### src/rtl/mem_port_arbiter.sv
// mem_port_arbiter: shares the cache-side AXI line master between NUM_REQ requesters, one transaction at a time.
// Build option: define ARB_WB_PRIORITY_EN to give write-back port 0 absolute priority over the round-robin ports.
module mem_port_arbiter #(
  parameter int NUM_REQ = 3,
  parameter int ADDR_W  = 32,
  parameter int LINE_W  = 256,
  parameter int WORD_W  = 32
) (
  input  logic                        Clk,
  input  logic                        NotRst,
  input  logic [NUM_REQ-1:0]          req_valid,
  input  logic [NUM_REQ-1:0]          req_rw,
  input  logic [NUM_REQ*ADDR_W-1:0]   req_addr,
  input  logic [NUM_REQ*LINE_W-1:0]   req_wline,
  output logic [NUM_REQ-1:0]          req_grant,
  output logic [NUM_REQ-1:0]          req_done,
  output logic [NUM_REQ-1:0]          req_rvalid,
  output logic [WORD_W-1:0]           req_rdata,
  output logic [ADDR_W-1:0]           axi_addr,
  output logic [LINE_W-1:0]           axi_wdata,
  output logic                        axi_start_read,
  output logic                        axi_start_write,
  input  logic [WORD_W-1:0]           axi_rdata,
  input  logic                        axi_rvalid,
  input  logic                        axi_read_done,
  input  logic                        axi_write_done
);

  localparam int IDX_W = (NUM_REQ > 1) ? $clog2(NUM_REQ) : 1;

  typedef enum logic [1:0] {IDLE, ISSUE, WAIT, DONE} state_e;

  state_e             state_q;
  logic [NUM_REQ-1:0] grant_q, done_q;
  logic [IDX_W-1:0]   owner_q, rr_q, rr_d;
  logic               rw_q, start_rd_q, start_wr_q;
  logic [ADDR_W-1:0]  addr_q;
  logic [LINE_W-1:0]  wline_q;

  logic [NUM_REQ-1:0] elig;
  logic [IDX_W-1:0]   cand, win_idx;
  logic               win_found;
  logic               xfer_end, rd_window;

  // Rotating search starting just past the last owner; first eligible port wins.
  always_comb begin
    elig      = req_valid;
    win_found = 1'b0;
    win_idx   = '0;
    cand      = '0;
`ifdef ARB_WB_PRIORITY_EN
    elig[0] = 1'b0;
`endif
    for (int off = 1; off <= NUM_REQ; off++) begin
      cand = IDX_W'((int'(rr_q) + off) % NUM_REQ);
      if (!win_found && elig[cand]) begin
        win_found = 1'b1;
        win_idx   = cand;
      end
    end
`ifdef ARB_WB_PRIORITY_EN
    if (req_valid[0]) begin
      win_found = 1'b1;
      win_idx   = '0;
    end
`endif
  end

`ifdef ARB_WB_PRIORITY_EN
  // Write-back grants must not disturb the rotation among the other ports.
  assign rr_d = (owner_q == '0) ? rr_q : owner_q;
`else
  assign rr_d = owner_q;
`endif

  assign xfer_end  = rw_q ? axi_write_done : axi_read_done;
  assign rd_window = (state_q == WAIT) && !rw_q;

  always_ff @(posedge Clk or negedge NotRst) begin
    if (!NotRst) begin
      state_q    <= IDLE;
      grant_q    <= '0;
      done_q     <= '0;
      owner_q    <= '0;
      rr_q       <= IDX_W'(NUM_REQ - 1);
      rw_q       <= 1'b0;
      start_rd_q <= 1'b0;
      start_wr_q <= 1'b0;
      addr_q     <= '0;
      wline_q    <= '0;
    end else begin
      start_rd_q <= 1'b0;
      start_wr_q <= 1'b0;
      done_q     <= '0;
      unique case (state_q)
        IDLE: if (win_found) begin
          state_q    <= ISSUE;
          owner_q    <= win_idx;
          grant_q    <= NUM_REQ'(1) << win_idx;
          rw_q       <= req_rw[win_idx];
          addr_q     <= req_addr[win_idx*ADDR_W +: ADDR_W];
          wline_q    <= req_wline[win_idx*LINE_W +: LINE_W];
          start_rd_q <= ~req_rw[win_idx];
          start_wr_q <= req_rw[win_idx];
        end
        ISSUE: state_q <= WAIT;
        WAIT: if (xfer_end) begin
          state_q <= DONE;
          done_q  <= grant_q;
        end
        DONE: begin
          state_q <= IDLE;
          grant_q <= '0;
          rr_q    <= rr_d;
        end
        default: state_q <= IDLE;
      endcase
    end
  end

  for (genvar g = 0; g < NUM_REQ; g++) begin : g_lane
    assign req_rvalid[g] = grant_q[g] & rd_window & axi_rvalid;
  end

  assign req_grant       = grant_q;
  assign req_done        = done_q;
  assign req_rdata       = axi_rdata;
  assign axi_addr        = addr_q;
  assign axi_wdata       = wline_q;
  assign axi_start_read  = start_rd_q;
  assign axi_start_write = start_wr_q;

endmodule

### config.mk
export PLATFORM = sky130hd
export DESIGN_NAME = mem_port_arbiter
export DESIGN_NICKNAME = d
export VERILOG_FILES = /design/src/rtl/mem_port_arbiter.sv
export SDC_FILE = /design/constraint.sdc
export NUM_CORES = 1
export LEC_CHECK = 0
export CORE_AREA = 2 2 484 486
export CTS_CLUSTER_DIAMETER = 200
export DETAILED_ROUTE_END_ITERATION = 10
export DIE_AREA = 0 0 486 488
export GPL_TIMING_DRIVEN = 0
export PLACE_DENSITY_LB_ADDON = 0.15
export SLEW_MARGIN = 20
export SYNTH_ARGS = -nofsm -noshare
export SYNTH_HDL_FRONTEND = slang
export SYNTH_SLANG_ARGS = --single-unit
export TNS_END_PERCENT = 10
### constraint.sdc
create_clock -name Clk -period 2.3 [get_ports Clk]
set_input_delay 0.345 -clock Clk [delete_from_list [all_inputs] [get_ports Clk]]
set_output_delay 0.345 -clock Clk [all_outputs]
set_load 0.1 [all_outputs]
==> flow_summary_export.csv, run 1 <==
group,metric,value,unit
synthesis,synth_area_leaders,"dfrtp_1 34%, a22o_1 11%, a2bb2oi_1 11%",
placement,dp_hpwl,162,mm
synthesis,async_flop_share,100,%
detailed_routing,viasPerCell,4.08,
sta,final-hold-violation-count,0,
detailed_routing,drc,0,
detailed_routing,wl_per_cell,28.6,um
worst_setup_path,worst_path_dominant_cell_family,"buffers and inverters",
floorplan,floorplan.initialDensity,9.51,%
placement,port_buffers,1205,
worst_setup_path,slowest_stage,"dfstp_2",
worst_setup_path,path_max_fanout,8,
clock_tree,cts_sinks,303,
worst_setup_path,start_kind,"register",
final_layout,drive_gt1_share,18.3,%
final_layout,multi_input_area,14300,sq um
floorplan,die_y,488,um
sta,whs,0.240,ns
sta,timing.final.crit_share,127,%
synthesis,synth_edf_count,0,
synthesis,synth_seq_area_share,34.4,%
clock_tree,clk_latency,0.69,ns
final_layout,fin_nets,5014,
global_route,grt_pass1_vias,30700,
synthesis,ys_warn_count,0,
sta,slew-limit-headroom,23.6,%
synthesis,synth_seq_cells,303,
synthesis,syn_nets,3663,
sta,tightestPinTransition,1.14,ns
placement,gp_congestion,0.856,
floorplan,chipWidth,486,um
synthesis,yosysTopAreaCellShare,34.3,%
clock_tree,root_buffer,"clkbuf_16",
worst_setup_path,r2r-end,"axi_wdata[169]",
status,violations,"negative setup slack",
synthesis,synth_area_per_cell,8.02,sq um
final_layout,syn_to_final_growth,102,%
worst_setup_path,path_class,"reg -> reg",
clock_tree,path_clk_slew,0.06,ns
sta,setup_ws,-0.624,ns
synthesis,netlist_instances,2748,
worst_setup_path,r2r_start,"rr_q[1]",
sta,slew_viol_final,0,
flow_run,maxCapViolations,0,
detailed_routing,drt_iter0_drc,1606,
floorplan,num_rows,177,
synthesis,synth_commonest_cells,"578 x nor2_1, 302 x dfrtp_1, 301 x nand2_1",
floorplan,io_pins,1238,
global_route,grt_pass1_wl,274,mm
clock_tree,cts_buffers,52,
worst_setup_path,crit_chain,"inv_2 > ha_4 > mux2i_4 > nor2_4 > o41a_1 > buf_6 > buf_16 > buf_16 > buf_16 > buf_12 > nor2_4 > nor2_1 > a22o_1",
sta,tns,-206.60,ns
clock_tree,tritoncts,"yes",
worst_setup_path,required,2.85,ns
sta,min_period,2.92,ns
synthesis,synth_flop_cell,"dfrtp_1",
detailed_routing,antenna_left,0,
synthesis,yosysMostFrequentCell,"nor2_1",
floorplan,core_area,232000,sq um
global_route,grt-ovfl-total,0,
synthesis,netlist_area,22000,sq um
worst_setup_path,crit_top_cell,"buf_16",
final_layout,regArea,7580,sq um
worst_setup_path,cp_data_arrival_time,3.48,ns
synthesis,synth.distinct_cells,37,
sta,rsz0062_at_grt,"true",
worst_setup_path,reg2reg_slack,-0.62,ns
global_route,antenna_found_initial,67,
floorplan,dieArea,237000,sq um
global_route,grt_max_degree,73,
sta,setup_viol,574,
worst_setup_path,critPathBufInv,6,
placement,post-place-cells,7002,
global_route,track_usage,16.6,%
hold_path,hold_class,"in -> async",
status,status,"complete, but fails checks",
detailed_routing,first_pass_iters,5,
clock_tree,clock_path_buffers,3,
sta,timing.fmax,0.342,GHz
placement,dp_slack,-2.02,ns
worst_setup_path,slowest_delay,0.57,ns
sta,skew,0.0291,ns
worst_setup_path,end_kind,"register",
detailed_routing,vias,29500,
detailed_routing,wl,206,mm
worst_setup_path,worstRegToRegCells,13,
final_layout,fin_cells,7215,
final_layout,fill_cells,25900,
synthesis,synth_area_leader_cell,"dfrtp_1",
clock_tree,htreeDepth,2,
-- worst register-to-register path: stages (launching register included) --
cell     delay (ns)
dfstp_2        0.57
inv_2          0.07
ha_4           0.19
mux2i_4        0.23
nor2_4         0.08
o41a_1         0.46
buf_6          0.15
buf_16         0.16
buf_16         0.17
buf_16         0.17
buf_12         0.19
nor2_4         0.14
nor2_1         0.06
a22o_1         0.19
-- kinds of logic after synthesis --
group           Yosys count  synth area share [%]
fa+ha+maj                 8                 0.454
mux                       6                 0.273
flops                   303                  34.4
compound gates          888                  35.2
buf+inv                 357                  7.61
simple gates           1186                  22.1
-- state kept, by name (all words and copies together) (netlist names) --
register and count:
axi_start_read 1, req_grant 3, rw_q 1, axi_addr 32, axi_wdata 256, state_q 2, owner_q 2, axi_start_write 1
rr_q 2, req_done 3
-- cells in the final DEF (no fill, tap or decap), types with 31 or more instances in the layout --
cell type,synthesis,final
a22o_1,287,287
nand2_1,301,300
clkbuf_1,142,44
buf_8,0,35
buf_12,0,53
clkbuf_16,0,71
clkdlybuf4s50_1,0,1181
a2bb2oi_2,0,67
clkbuf_2,0,44
nor2_1,578,493
a2bb2oi_1,287,214
buf_2,165,57
diode_2,0,31
nand3_1,287,285
nor2_4,1,31
buf_4,35,102
o2111ai_2,0,47
buf_6,0,55
o2111ai_1,287,230
clkbuf_8,0,34
nor2_2,1,56
dfrtp_1,302,302
-- worst max-delay path by stage --
| stage | slack (ns) | cells past startpoint | to | startpoint |
|---|---|---|---|---|
| floorplan | -0.03 | 10 | axi_wdata[185] | rr_q[1] |
| global placement | -17.33 | 1 | axi_addr[27] | NotRst |
| detailed placement | -2.02 | 10 | axi_wdata[172] | rr_q[0] |
| CTS | -0.57 | 14 | axi_addr[25] | rr_q[1] |
| global route | -0.67 | 14 | axi_wdata[96] | rr_q[1] |
| finish | -0.62 | 13 | axi_wdata[169] | rr_q[1] |
-- metrics by stage --
step,area [sq um],utilization [%]
floorplan,22200,-
finish,44600,19.2
CTS,43000,18.6
global placement,38100,16.4
global route,44500,19.2
detailed placement,38100,16.4
-- repair_timing --
action                                 4_1_cts  5_1_grt
endpoints found under the hold margin       55        0
buffers inserted                            49       20
gates cloned                                18        7
setup endpoints to repair                  579      577
hold buffers                                 1        0
pin swaps                                   41       60
gates resized for setup                    576      394
-- final cells by class --
| class | instances | share of cell area (%) |
|---|---|---|
| Clock inverter | 15 | 0.250 |
| Sequential cell | 303 | 17.0 |
| Tap cell | 3043 | 8.55 |
| Timing Repair Buffer | 1302 | 30.5 |
| Inverter | 4 | 0.0337 |
| Buffer | 348 | 7.95 |
| Clock buffer | 81 | 3.50 |
| Multi-Input combinational cell | 2088 | 32.0 |
| Antenna cell | 31 | 0.174 |
-- layer usage --
metal / track usage [%] / part of all wire [%] / vias to the layer above
li1: - / - / 13200
met1: 18.8 / 39 / 14600
met2: 29.1 / 50 / 1305
met3: 5.21 / 7.7 / 277
met4: 5.73 / 3.7 / 50
met5: 0 / 0.16 / -
Power of run 1 is left out: the tool's default activity adds up to more than one toggle a clock period on the data nets, which glitch-free logic cannot reach.
==> run 2: changes to the inputs <==
--- a/config.mk
+++ b/config.mk
@@ -5,13 +5,13 @@
 export SDC_FILE = /design/constraint.sdc
 export NUM_CORES = 1
 export LEC_CHECK = 0
+export CAP_MARGIN = 30
 export CORE_AREA = 2 2 484 486
 export CTS_CLUSTER_DIAMETER = 200
 export DETAILED_ROUTE_END_ITERATION = 10
 export DIE_AREA = 0 0 486 488
 export GPL_TIMING_DRIVEN = 0
 export PLACE_DENSITY_LB_ADDON = 0.15
-export SLEW_MARGIN = 20
 export SYNTH_ARGS = -nofsm -noshare
 export SYNTH_HDL_FRONTEND = slang
 export SYNTH_SLANG_ARGS = --single-unit
==> flow_summary_export.csv, run 2 (synthesis gave the netlist of run 1 again) <==
group,metric,value,unit
clock_tree,cts_buffers,51,
sta,tightestPinTransition,1.07,ns
worst_setup_path,cp_data_arrival_time,3.33,ns
floorplan,floorplan.initialDensity,9.51,%
sta,slew-limit-headroom,28.6,%
sta,slew_viol_final,0,
floorplan,core_area,232000,sq um
worst_setup_path,start_kind,"register",
clock_tree,htreeDepth,2,
floorplan,chipWidth,486,um
floorplan,dieArea,237000,sq um
floorplan,die_y,488,um
detailed_routing,antenna_left,0,
sta,timing.fmax,0.358,GHz
sta,setup_ws,-0.491,ns
sta,timing.final.crit_share,121,%
power,ir_drop,0.844,mV
final_layout,fin_cells,7308,
sta,setup_viol,454,
final_layout,mostFrequentLayoutCells,"1,195 x clkdlybuf4s50_1, 548 x nor2_1, 302 x dfrtp_1, 296 x nand2_1",
floorplan,io_pins,1238,
worst_setup_path,r2r_start,"rr_q[1]",
sta,skew,0.0346,ns
global_route,track_usage,16.4,%
global_route,grt_pass1_vias,31200,
status,violations,"negative setup slack",
global_route,grt_pass1_wl,273,mm
detailed_routing,drc,0,
detailed_routing,drt_iter0_drc,1686,
final_layout,largest_reg_flops,256,
placement,post-place-cells,7145,
detailed_routing,first_pass_iters,5,
placement,port_buffers,1205,
sta,min_period,2.79,ns
final_layout,postLayoutCoreUtil,20.2,%
clock_tree,cts_sinks,303,
clock_tree,path_clk_slew,0.06,ns
hold_path,hold_class,"in -> async",
final_layout,final_cell_area,46900,sq um
global_route,antenna_found_initial,83,
placement,placed_cell_area,42100,sq um
clock_tree,tritoncts,"yes",
status,status,"complete, but fails checks",
global_route,grt-ovfl-total,0,
placement,dp_slack,-2.01,ns
worst_setup_path,path_class,"reg -> reg",
final_layout,syn_to_final_growth,113,%
power,power_density,2190,nW/um^2
sta,final-hold-violation-count,0,
final_layout,drive_gt1_share,17.4,%
detailed_routing,wl_per_cell,27.7,um
placement,dp_hpwl,161,mm
worst_setup_path,required,2.84,ns
worst_setup_path,critPathLaunch,"rr_q[1]",
detailed_routing,vias,29700,
placement,gp_congestion,0.856,
global_route,grt_max_degree,87,
sta,rsz0062_at_grt,"true",
worst_setup_path,end_kind,"register",
final_layout,mostFrequentLayoutCell,"clkdlybuf4s50_1",
detailed_routing,wl,203,mm
clock_tree,clk_latency,0.68,ns
clock_tree,clock_path_buffers,3,
final_layout,fin_nets,5114,
flow_run,maxCapViolations,0,
power,p_leak,18.6,nW
worst_setup_path,path_max_fanout,10,
floorplan,num_rows,177,
detailed_routing,viasPerCell,4.07,
clock_tree,root_buffer,"clkbuf_16",
-- run 2: cell types whose count changed in the layout (fill, tap and decap cells not counted), sizes merged --
cell / previous run / this run
buf: 330 / 426
clkbuf: 217 / 202
clkdlybuf4s50: 1181 / 1195
clkinv: 12 / 4
bufbuf: 0 / 4
diode: 31 / 33
inv: 6 / 4
bufinv: 1 / 2
clkinvlp: 0 / 1
-- run 2: final cells by class --
type,instances,area (sq um)
buffer,350,3250
clock buffer,79,1560
inverter,4,17.5
sequential,303,7580
clock inverter,7,87.6
tap,3043,3810
antenna,33,82.6
fill,25600,185000
timing repair buffer,1401,16800
multi-input combinational,2088,13700
-- run 2: worst max-delay path, stage by stage, from the launching register on --
cell,delay [ns]
dfstp_2,0.59
inv_4,0.06
ha_4,0.19
mux2i_4,0.23
nor2_4,0.08
buf_6,0.12
nor2_4,0.18
buf_12,0.17
buf_16,0.17
clkbuf_8,0.22
a2bb2oi_1,0.21
o2111ai_2,0.19
a22o_1,0.22
-- run 2: routing by layer --
metal | vias up | share of wire, % | track usage (%)
met4 | 58 | 3.2 | 5.12
met2 | 1300 | 50 | 29.1
met1 | 14700 | 39 | 18.6
met5 | - | 0.19 | 0
li1 | 13400 | - | -
met3 | 267 | 7.5 | 4.96
-- run 2: path summary, 6_finish.rpt --
path | depth (start not counted) | end | slack (ns)
worst max-delay path | 12 | axi_wdata[37] | -0.49
worst max register to register | 12 | axi_wdata[37] | -0.49
max in group asynchronous | 4 | axi_wdata[36] | 0.47
worst min-delay path | 2 | axi_wdata[180] | 0.24
worst min register to register | 1 | owner_q[1] | 0.49
min in group Clk | 3 | axi_addr[30] | 0.33
-- run 2: what timing repair did --
item	4_1_cts	5_1_grt
setup endpoints to repair	474	468
hold buffers	1	0
setup buffers	28	7
pin swaps	24	21
gates cloned	11	1
resized for setup	473	326
hold endpoints to repair	71	0
-- run 2: stage by stage --
stage | setup TNS (ns) | power, W | hold slack (ns)
finish | -147.09 | 0.103 | 0.237
floorplan | -6.00 | 0.0552 | 0.0494
detailed placement | -446.44 | 0.0871 | 0.405
global route | -194.73 | 0.108 | 0.258
global placement | -5691.34 | 0.0795 | 0.473
CTS | -185.74 | 0.102 | 0.232
-- run 2: power breakdown --
group,switching (W),total (W),internal (W)
registers,0.00190,0.0101,0.00820
clock network,0.00343,0.00825,0.00482
logic,0.0519,0.0846,0.0327
total,0.0572,0.103,0.0458
Note: power is estimated with default switching activity, not from simulation.
